===== src/rtl/display_clock_gen.sv =====
// display_clock_gen: CHANNELS independent, runtime-reloadable 50%-duty dividers with rising-edge ticks.
// Define DISPLAY_CLOCK_GEN_SYNC_EN to make SYNC restart every enabled channel's phase.
module display_clock_gen #(
   parameter int               CHANNELS     = 4,
   parameter int               CNT_W        = 32,
   parameter logic [CNT_W-1:0] DEFAULT_HALF = 32'd25_000_000,
   localparam int              CH_W         = (CHANNELS > 1) ? $clog2(CHANNELS) : 1
) (
   input  logic                CLOCK_50MHZ,
   input  logic                RESET_N,
   input  logic [CHANNELS-1:0] ENABLE,
   input  logic                LOAD_VALID,
   input  logic [CH_W-1:0]     LOAD_CH,
   input  logic [CNT_W-1:0]    LOAD_HALF,
   output logic                LOAD_READY,
   input  logic                SYNC,
   output logic [CHANNELS-1:0] WAVE,
   output logic [CHANNELS-1:0] TICK,
   output logic [CHANNELS-1:0] PENDING
);

   logic [(2**CH_W)-1:0] pend_pad;
   logic [CNT_W-1:0]     load_val;
   logic                 sync_now;

`ifdef DISPLAY_CLOCK_GEN_SYNC_EN
   assign sync_now = SYNC;
`else
   logic sync_unused;
   assign sync_unused = SYNC;
   assign sync_now    = 1'b0;
`endif

   // Channel numbers past CHANNELS see a zero pending bit, so they are always ready and discarded.
   always_comb begin
      pend_pad                = '0;
      pend_pad[CHANNELS-1:0]  = PENDING;
   end

   assign LOAD_READY = ~pend_pad[LOAD_CH];
   assign load_val   = (LOAD_HALF == '0) ? CNT_W'(1) : LOAD_HALF;

   for (genvar i = 0; i < CHANNELS; i++) begin : g_ch
      logic [CNT_W-1:0] cnt;
      logic [CNT_W-1:0] half;
      logic [CNT_W-1:0] pend_half;
      logic             pend;
      logic             wave;
      logic             tick;
      logic             accept;
      logic             terminal;
      logic             hold;

      assign accept   = LOAD_VALID && LOAD_READY && (LOAD_CH == CH_W'(i));
      assign terminal = (cnt == half - CNT_W'(1));
      assign hold     = !ENABLE[i] || sync_now;

      // A pending half-period is only swapped in while the counter restarts, so no pulse is ever cut short.
      always_ff @(posedge CLOCK_50MHZ or negedge RESET_N) begin
         if (!RESET_N) begin
            cnt       <= '0;
            half      <= DEFAULT_HALF;
            pend_half <= DEFAULT_HALF;
            pend      <= 1'b0;
            wave      <= 1'b0;
            tick      <= 1'b0;
         end else begin
            if (accept) begin
               pend_half <= load_val;
               pend      <= 1'b1;
            end
            if (hold) begin
               cnt  <= '0;
               wave <= 1'b0;
               tick <= 1'b0;
            end else if (terminal) begin
               cnt  <= '0;
               wave <= ~wave;
               tick <= ~wave;
            end else begin
               cnt  <= cnt + CNT_W'(1);
               tick <= 1'b0;
            end
            if (pend && (hold || terminal)) begin
               half <= pend_half;
               pend <= 1'b0;
            end
         end
      end

      assign WAVE[i]    = wave;
      assign TICK[i]    = tick;
      assign PENDING[i] = pend;
   end

endmodule


===== config.mk =====
export PLATFORM = sky130hd
export DESIGN_NAME = display_clock_gen
export DESIGN_NICKNAME = d
export VERILOG_FILES = /design/src/rtl/display_clock_gen.sv
export SDC_FILE = /design/constraint.sdc
export NUM_CORES = 1
export LEC_CHECK = 0
export CORE_UTILIZATION = 50
export CTS_CLUSTER_SIZE = 16
export DETAILED_ROUTE_END_ITERATION = 12
export PLACE_DENSITY = 0.69
export SLEW_MARGIN = 20
export SYNTH_ARGS = -nofsm -noshare
export SYNTH_HDL_FRONTEND = slang
export SYNTH_SLANG_ARGS = --single-unit

===== constraint.sdc =====
create_clock -name CLOCK_50MHZ -period 3.8 [get_ports CLOCK_50MHZ]
set_clock_uncertainty 0.05 [all_clocks]
set_input_delay 0.57 -clock CLOCK_50MHZ [delete_from_list [all_inputs] [get_ports CLOCK_50MHZ]]
set_output_delay 0.57 -clock CLOCK_50MHZ [all_outputs]
set_load 0.01 [all_outputs]

# ---- After elaboration in Yosys (flattened, before gate mapping)
# Index checks and enable logic that the tools add are counted.
dict set report classes {
  bitwise 5
  order_cmp 1
  eq_ne 11
  reduce_logical 23
  mux 35
  n_addsub 8
}
# op n
set ops {}
lappend ops {{32-bit 2-to-1 mux} 9}
lappend ops {{32-bit by 1-bit adder with 32-bit output, second input constant} 4}
lappend ops {{32-bit equality test} 4}
lappend ops {{32-bit by 1-bit subtractor with 32-bit output, second input constant} 4}
lappend ops {{32-bit zero test} 1}
lappend ops {{1-bit 2-to-1 mux} 25}
lappend ops {{1-bit logical AND} 9}
lappend ops {{2-bit by 1-bit != test with 1-bit output, second input constant} 4}
lappend ops {{2-bit nonzero test} 4}
lappend ops {{1-bit inverter} 5}
lappend ops {{2-bit equality test, second input constant} 2}
lappend ops {{1-bit zero test} 4}
lappend ops {{1-bit logical OR} 4}
lappend ops {{2-bit by 3-bit less-than comparator with 1-bit output, second input constant} 1}
lappend ops {{1-bit binary-select mux with 2-bit select} 1}
lappend ops {{2-bit by 1-bit equality test with 1-bit output, second input constant} 1}
lappend ops {{2-bit zero test} 1}
dict set report word_totals {
  regBits 396
  output_inout_bits 13
}

# ---- Longest topological paths before layout
# Gate-level depths: netlist (run 1).
dict set report logic_depth {
  ltp_word 7
  ltp_mapped 14
  mapped_depth_nobuf 10
}

# ---- Worst setup path after synthesis (run 1)
# OpenSTA, ideal clock, no wires.
dict set report synth_timing {
  path_kind {register to register}
  start {reg g_ch[2].half[0]}
  end {reg g_ch[2].half[10]}
  stages_incl_launch_ff 15
  synth_period_minus_slack_ns 3.795
  n_path_buf 4
  path_slack_ns 0.005
  t_arrival_ns 3.607
  setup_time_ns 0.138
  cell_sequence {dfrtp_1 -> clkbuf_1 -> inv_1 -> ha_1 -> clkbuf_1 -> or4b_1 -> nor3_1 -> and4_1 -> o2111ai_1 -> or4_1 -> or4_1 -> buf_2 -> clkbuf_1 -> o211ai_1 -> o211ai_1}
}
dict set report synth_between {
  elab_chain_cells 4
}
# item line
set synth_lines {}
lappend synth_lines {{from (decl)} 45} ;# logic [CNT_W-1:0] half;
lappend synth_lines {{from (signal assigned)} 85} ;# half <= pend_half;
lappend synth_lines {{32-bit by 1-bit subtractor with 32-bit output} 55} ;# assign terminal = (cnt == half - CNT_W'(1));
lappend synth_lines {{32-bit equality test} 55}
lappend synth_lines {{1-bit logical OR} 84} ;# if (pend && (hold || terminal)) begin
lappend synth_lines {{1-bit logical AND} 84}
# No other way between the ends.
# A chain may end at the register's enable or synchronous reset.

# ---- Worst setup path after layout (run 1)
dict set report layout_timing {
  start {reg g_ch[3].half[20]}
  end {reg g_ch[3].half[25]}
}
dict set report layout_between {
  elab_chain_cells 4
}
# item line
set layout_lines {}
lappend layout_lines {{from (decl)} 45}
lappend layout_lines {{from (signal assigned)} 85}
lappend layout_lines {{32-bit by 1-bit subtractor with 32-bit output} 55}
lappend layout_lines {{32-bit equality test} 55}
lappend layout_lines {{1-bit logical OR} 84}
lappend layout_lines {{1-bit logical AND} 84}
# No other way between the ends.

==> summary.txt, run 1 <==
Route
  – DR vias/cell: ~5.9
  – Wirelength per Cell: 19.5 um
  – ANT nets after route: 0
  – Total Wirelength: a little under 60000 um
  – Initial DRC count: 1147
  – TritonRoute pass-1 iters: 5
  – Via count: between 15000 and 20000
  – Residual DRC count: 0

Global routing
  – Initial antenna violation count: 0
  – Largest net degree at the start of global routing: between 80 and 90
  – Global-route wire length before repair: between 90000 and 100000 um
  – Total track usage: 0.258
  – Gr ovfl total: 0
  – Vias in the first global route: about 18000

Synth
  – FFs w/ async S/R, synth: 1.00
  – Ys flop type: dfrtp_1
  – Cell variety after synth: around 90
  – #FFs+latches synth: 396
  – Post-synth EDFFs: 0
  – Post-synthesis sequential area ratio: 0.439
  – Yosys top cell by area: dfrtp_1
  – Synth top area cells: dfrtp_1 33%, dfstp_2 11%, mux2_2 7.4%
  – Top post-synthesis cells by count: 300 x dfrtp_1, 208 x nor2_1, 156 x xnor2_1, 152 x nand2_1, 150 x mux2_2
  – Synth Cell Area: ~23000 sq um
  – Syn Area/Cell: about 10 sq um
  – Post-Syn Nets: roughly 2300
  – Yosys Warn Count: 0
  – Gate Count Post-Synth: around 2300
  – Yosys top cell area share: 0.329
  – Most frequent cell after synthesis: dfrtp_1

Clocking
  – TritonCTS clock tree: yes
  – Clk sinks: 396
  – TritonCTS Buffers: 43
  – Max H-tree Level: 2
  – Clock Tree Root: clkbuf_16
  – Clk_lat worst skew: about 0.58 ns
  – Clock slew at reported path FFs: 0.06 ns
  – CTS max path bufs: 3

STA
  – Slew Limit Fails: 0
  – Crit path time final: between 3 and 4 ns
  – Final Setup Violations: 0
  – Final worst slack: 0.123 ns
  – Max Freq: roughly 270 MHz
  – Worst slew pin tran: 0.901 ns
  – RSZ-0062 raised after global routing: no
  – Sum Neg Setup Slack: 0 ns
  – Rel. slew slack: 0.397
  – Final hold violation count: 0
  – Final Cycle Share: 0.968

Power and ir drop
  – Pint: ~0.0095 W
  – Logic pwr share: 0.249
  – Worst vdd ir: just under 0.4 mV
  – Seq pwr share: 0.434
  – PD cells: about 520 nW/um^2
  – LEAKAGE: 10.1 nW
  – Net load switching power: 0.00433 W
  – Clk pwr share: 0.317
  – Sw frac: 0.314

Place
  – DP HPWL: between 40000 and 50000 um
  – IO Port Bufs: 53
  – Place WS: 0.00830 ns
  – RD Place Congestion: between 0.9 and 1

Run
  – Max-cap violations: 0

Floorplan
  – Core Area: between 40000 and 50000 sq um
  – I/O pin count: 55
  – Initial core utilization: 0.512
  – Full die area: ~47000 sq um
  – Die Wd: 216 um
  – Die Y: 216 um
  – Row count: a little under 80

Critical path
  – R2R cell count: 9
  – Worst path required time: 4.20 ns
  – Worst Setup SP: g_ch[3].half[20]$_DFFE_PN1P_
  – Worst Path Max Fanout: 9
  – Worst EP arrival: just over 4 ns
  – Crit-path slowest cell: or4b_2
  – Worst r2r dst: g_ch[3].half[25]$_DFFE_PN0P_
  – Crit path top cell by count: or4_1
  – CP peak stage delay: ~0.64 ns
  – CP cell instances: or4_1, or4_1, or4b_2, and3_1, nand3b_1, o31ai_4, buf_4, buf_6, mux2_1
  – CP Capture Type: register
  – Worst r2r src: g_ch[3].half[20]$_DFFE_PN1P_
  – CP Launch Type: register
  – WS Path Type: register to register
  – Critical Path Sink: g_ch[3].half[25]$_DFFE_PN0P_
  – R2R Setup Slk: ~0.12 ns

Final layout
  – Growth of design area from synthesis to finish: 15.3%
  – Layout cells sized above 1: 0.211
  – Layout net count: about 2400
  – Antenna Diode Count: 0

Hold path
  – Worst min path class: register to register

Outcome
  – Outcome: complete, no violations
[worst max-delay path: cells and delay by family (launching register included)]
kind                   cells  cell delay [ns]
and+or+nand+nor            5             2.19
DFF                        1             0.41
buffers and inverters      2             0.31
muxes                      1             0.33
AOI/OAI and AO/OA          1             0.26
[stage by stage]
step / cells / hold WS, ns / utilization / total power [W] / area [sq um]
2_1_floorplan: 2294 / 0.224 / - / 0.00812 / 22800
3_3_place_gp: 2931 / 0.410 / 0.554 / 0.00922 / 24700
3_5_place_dp: 2931 / 0.424 / 0.554 / 0.00936 / 24700
4_1_cts: 3011 / 0.434 / 0.587 / 0.0138 / 26200
5_1_grt: 3015 / 0.459 / 0.591 / 0.0145 / 26300
6_report: 3015 / 0.429 / 0.591 / 0.0138 / 26300
[placed cells by master (no fill, tap or decap), types with 14 or more instances in the layout]
cell type,n
nor2_1,208
buf_4,130
nand4_1,53
xnor2_1,156
nor4_1,48
xor2_1,117
nand2_1,152
a21oi_1,21
and2_1,35
o21ai_0,32
nand3_1,77
dfrtp_1,299
nand2b_1,90
inv_1,42
or3_1,29
and3_1,25
clkbuf_1,14
clkbuf_16,44
nor2b_1,15
o211ai_1,139
dfstp_2,96
clkdlybuf4s50_1,52
mux2_2,150
mux2_1,40
nor3_1,53
or4_1,30
[routing by layer]
layer | track usage | up-vias | part of all wire
li1 | - | 8458 | -
met1 | 0.361 | 8789 | 0.46
met4 | 0.103 | 0 | 0.039
met3 | 0.0275 | 110 | 0.044
met2 | 0.408 | 397 | 0.46
met5 | 0 | - | 0
[cell type report]
type                    instances  area (sq um)
clock inverters                13           216
well taps                     592           741
repair buffers                199          1820
multi-input cells            1707         12100
fillers                      3817         18300
clock buffers                  66          1250
flip-flops and latches        396         10000
inverters                      42           158
[kinds of logic (layout without fill, tap and decap cells)]
kind of cell,Yosys count,in the layout,share of synthesized area
multiplexers,197,197,0.0973
AND/OR/NAND/NOR,905,905,0.212
adder cells (fa/ha/maj),9,9,0.00482
AO/OA/AOI/OAI,322,322,0.105
flip-flops,396,396,0.439
buffers and inverters,191,320,0.0366
XOR/XNOR,274,274,0.106
[state kept, by name (all words and copies together) (netlist names)]
register        count
g_ch.wave           4
g_ch.pend           4
g_ch.half         128
g_ch.cnt          128
g_ch.pend_half    128
g_ch.tick           4
[power by group through the flow]
| stage | Clock (W) | Combinational (W) | Sequential, W |
|---|---|---|---|
| after detailed placement | 0 | 0.00334 | 0.00602 |
| after global routing | 0.00465 | 0.00378 | 0.00611 |
| after global placement | 0 | 0.00325 | 0.00597 |
| final | 0.00438 | 0.00344 | 0.00599 |
| after floorplan | 0 | 0.00239 | 0.00573 |
| after CTS | 0.00449 | 0.00337 | 0.00596 |
[repair_timing]
action / 4_1_cts / 5_1_grt
resized for setup: 0 / 27
setup endpoints to repair: 1 / 194
hold endpoints to repair: 55 / 0
hold buffers: 1 / 0
cloned: 0 / 1
pin swaps: 0 / 2
buffers inserted: 0 / 3
[how the worst min path moves through the flow]
stage                                           start                      endpoint  slack (ns)  cells past startpoint
floorplan                                     RESET_N      g_ch[0].cnt[0]$_DFF_PN0_        0.22                      0
global placement             g_ch[3].wave$_DFFE_PN0N_        g_ch[3].tick$_DFF_PN0_        0.41                      1
detailed placement           g_ch[3].wave$_DFFE_PN0N_        g_ch[3].tick$_DFF_PN0_        0.42                      1
CTS                          g_ch[3].wave$_DFFE_PN0N_        g_ch[3].tick$_DFF_PN0_        0.43                      1
global route        g_ch[3].pend_half[26]$_DFFE_PN0P_  g_ch[3].half[26]$_DFFE_PN0P_        0.46                      1
finish                       g_ch[3].wave$_DFFE_PN0N_        g_ch[3].tick$_DFF_PN0_        0.43                      1
Power figures use the tool's default switching activity.
==> run 2, diff against run 1 <==
Settings changed: SLEW_MARGIN 20 to 30.
==> results of run 2 <==
Final layout, timing and power as in run 1 (identical DEF).
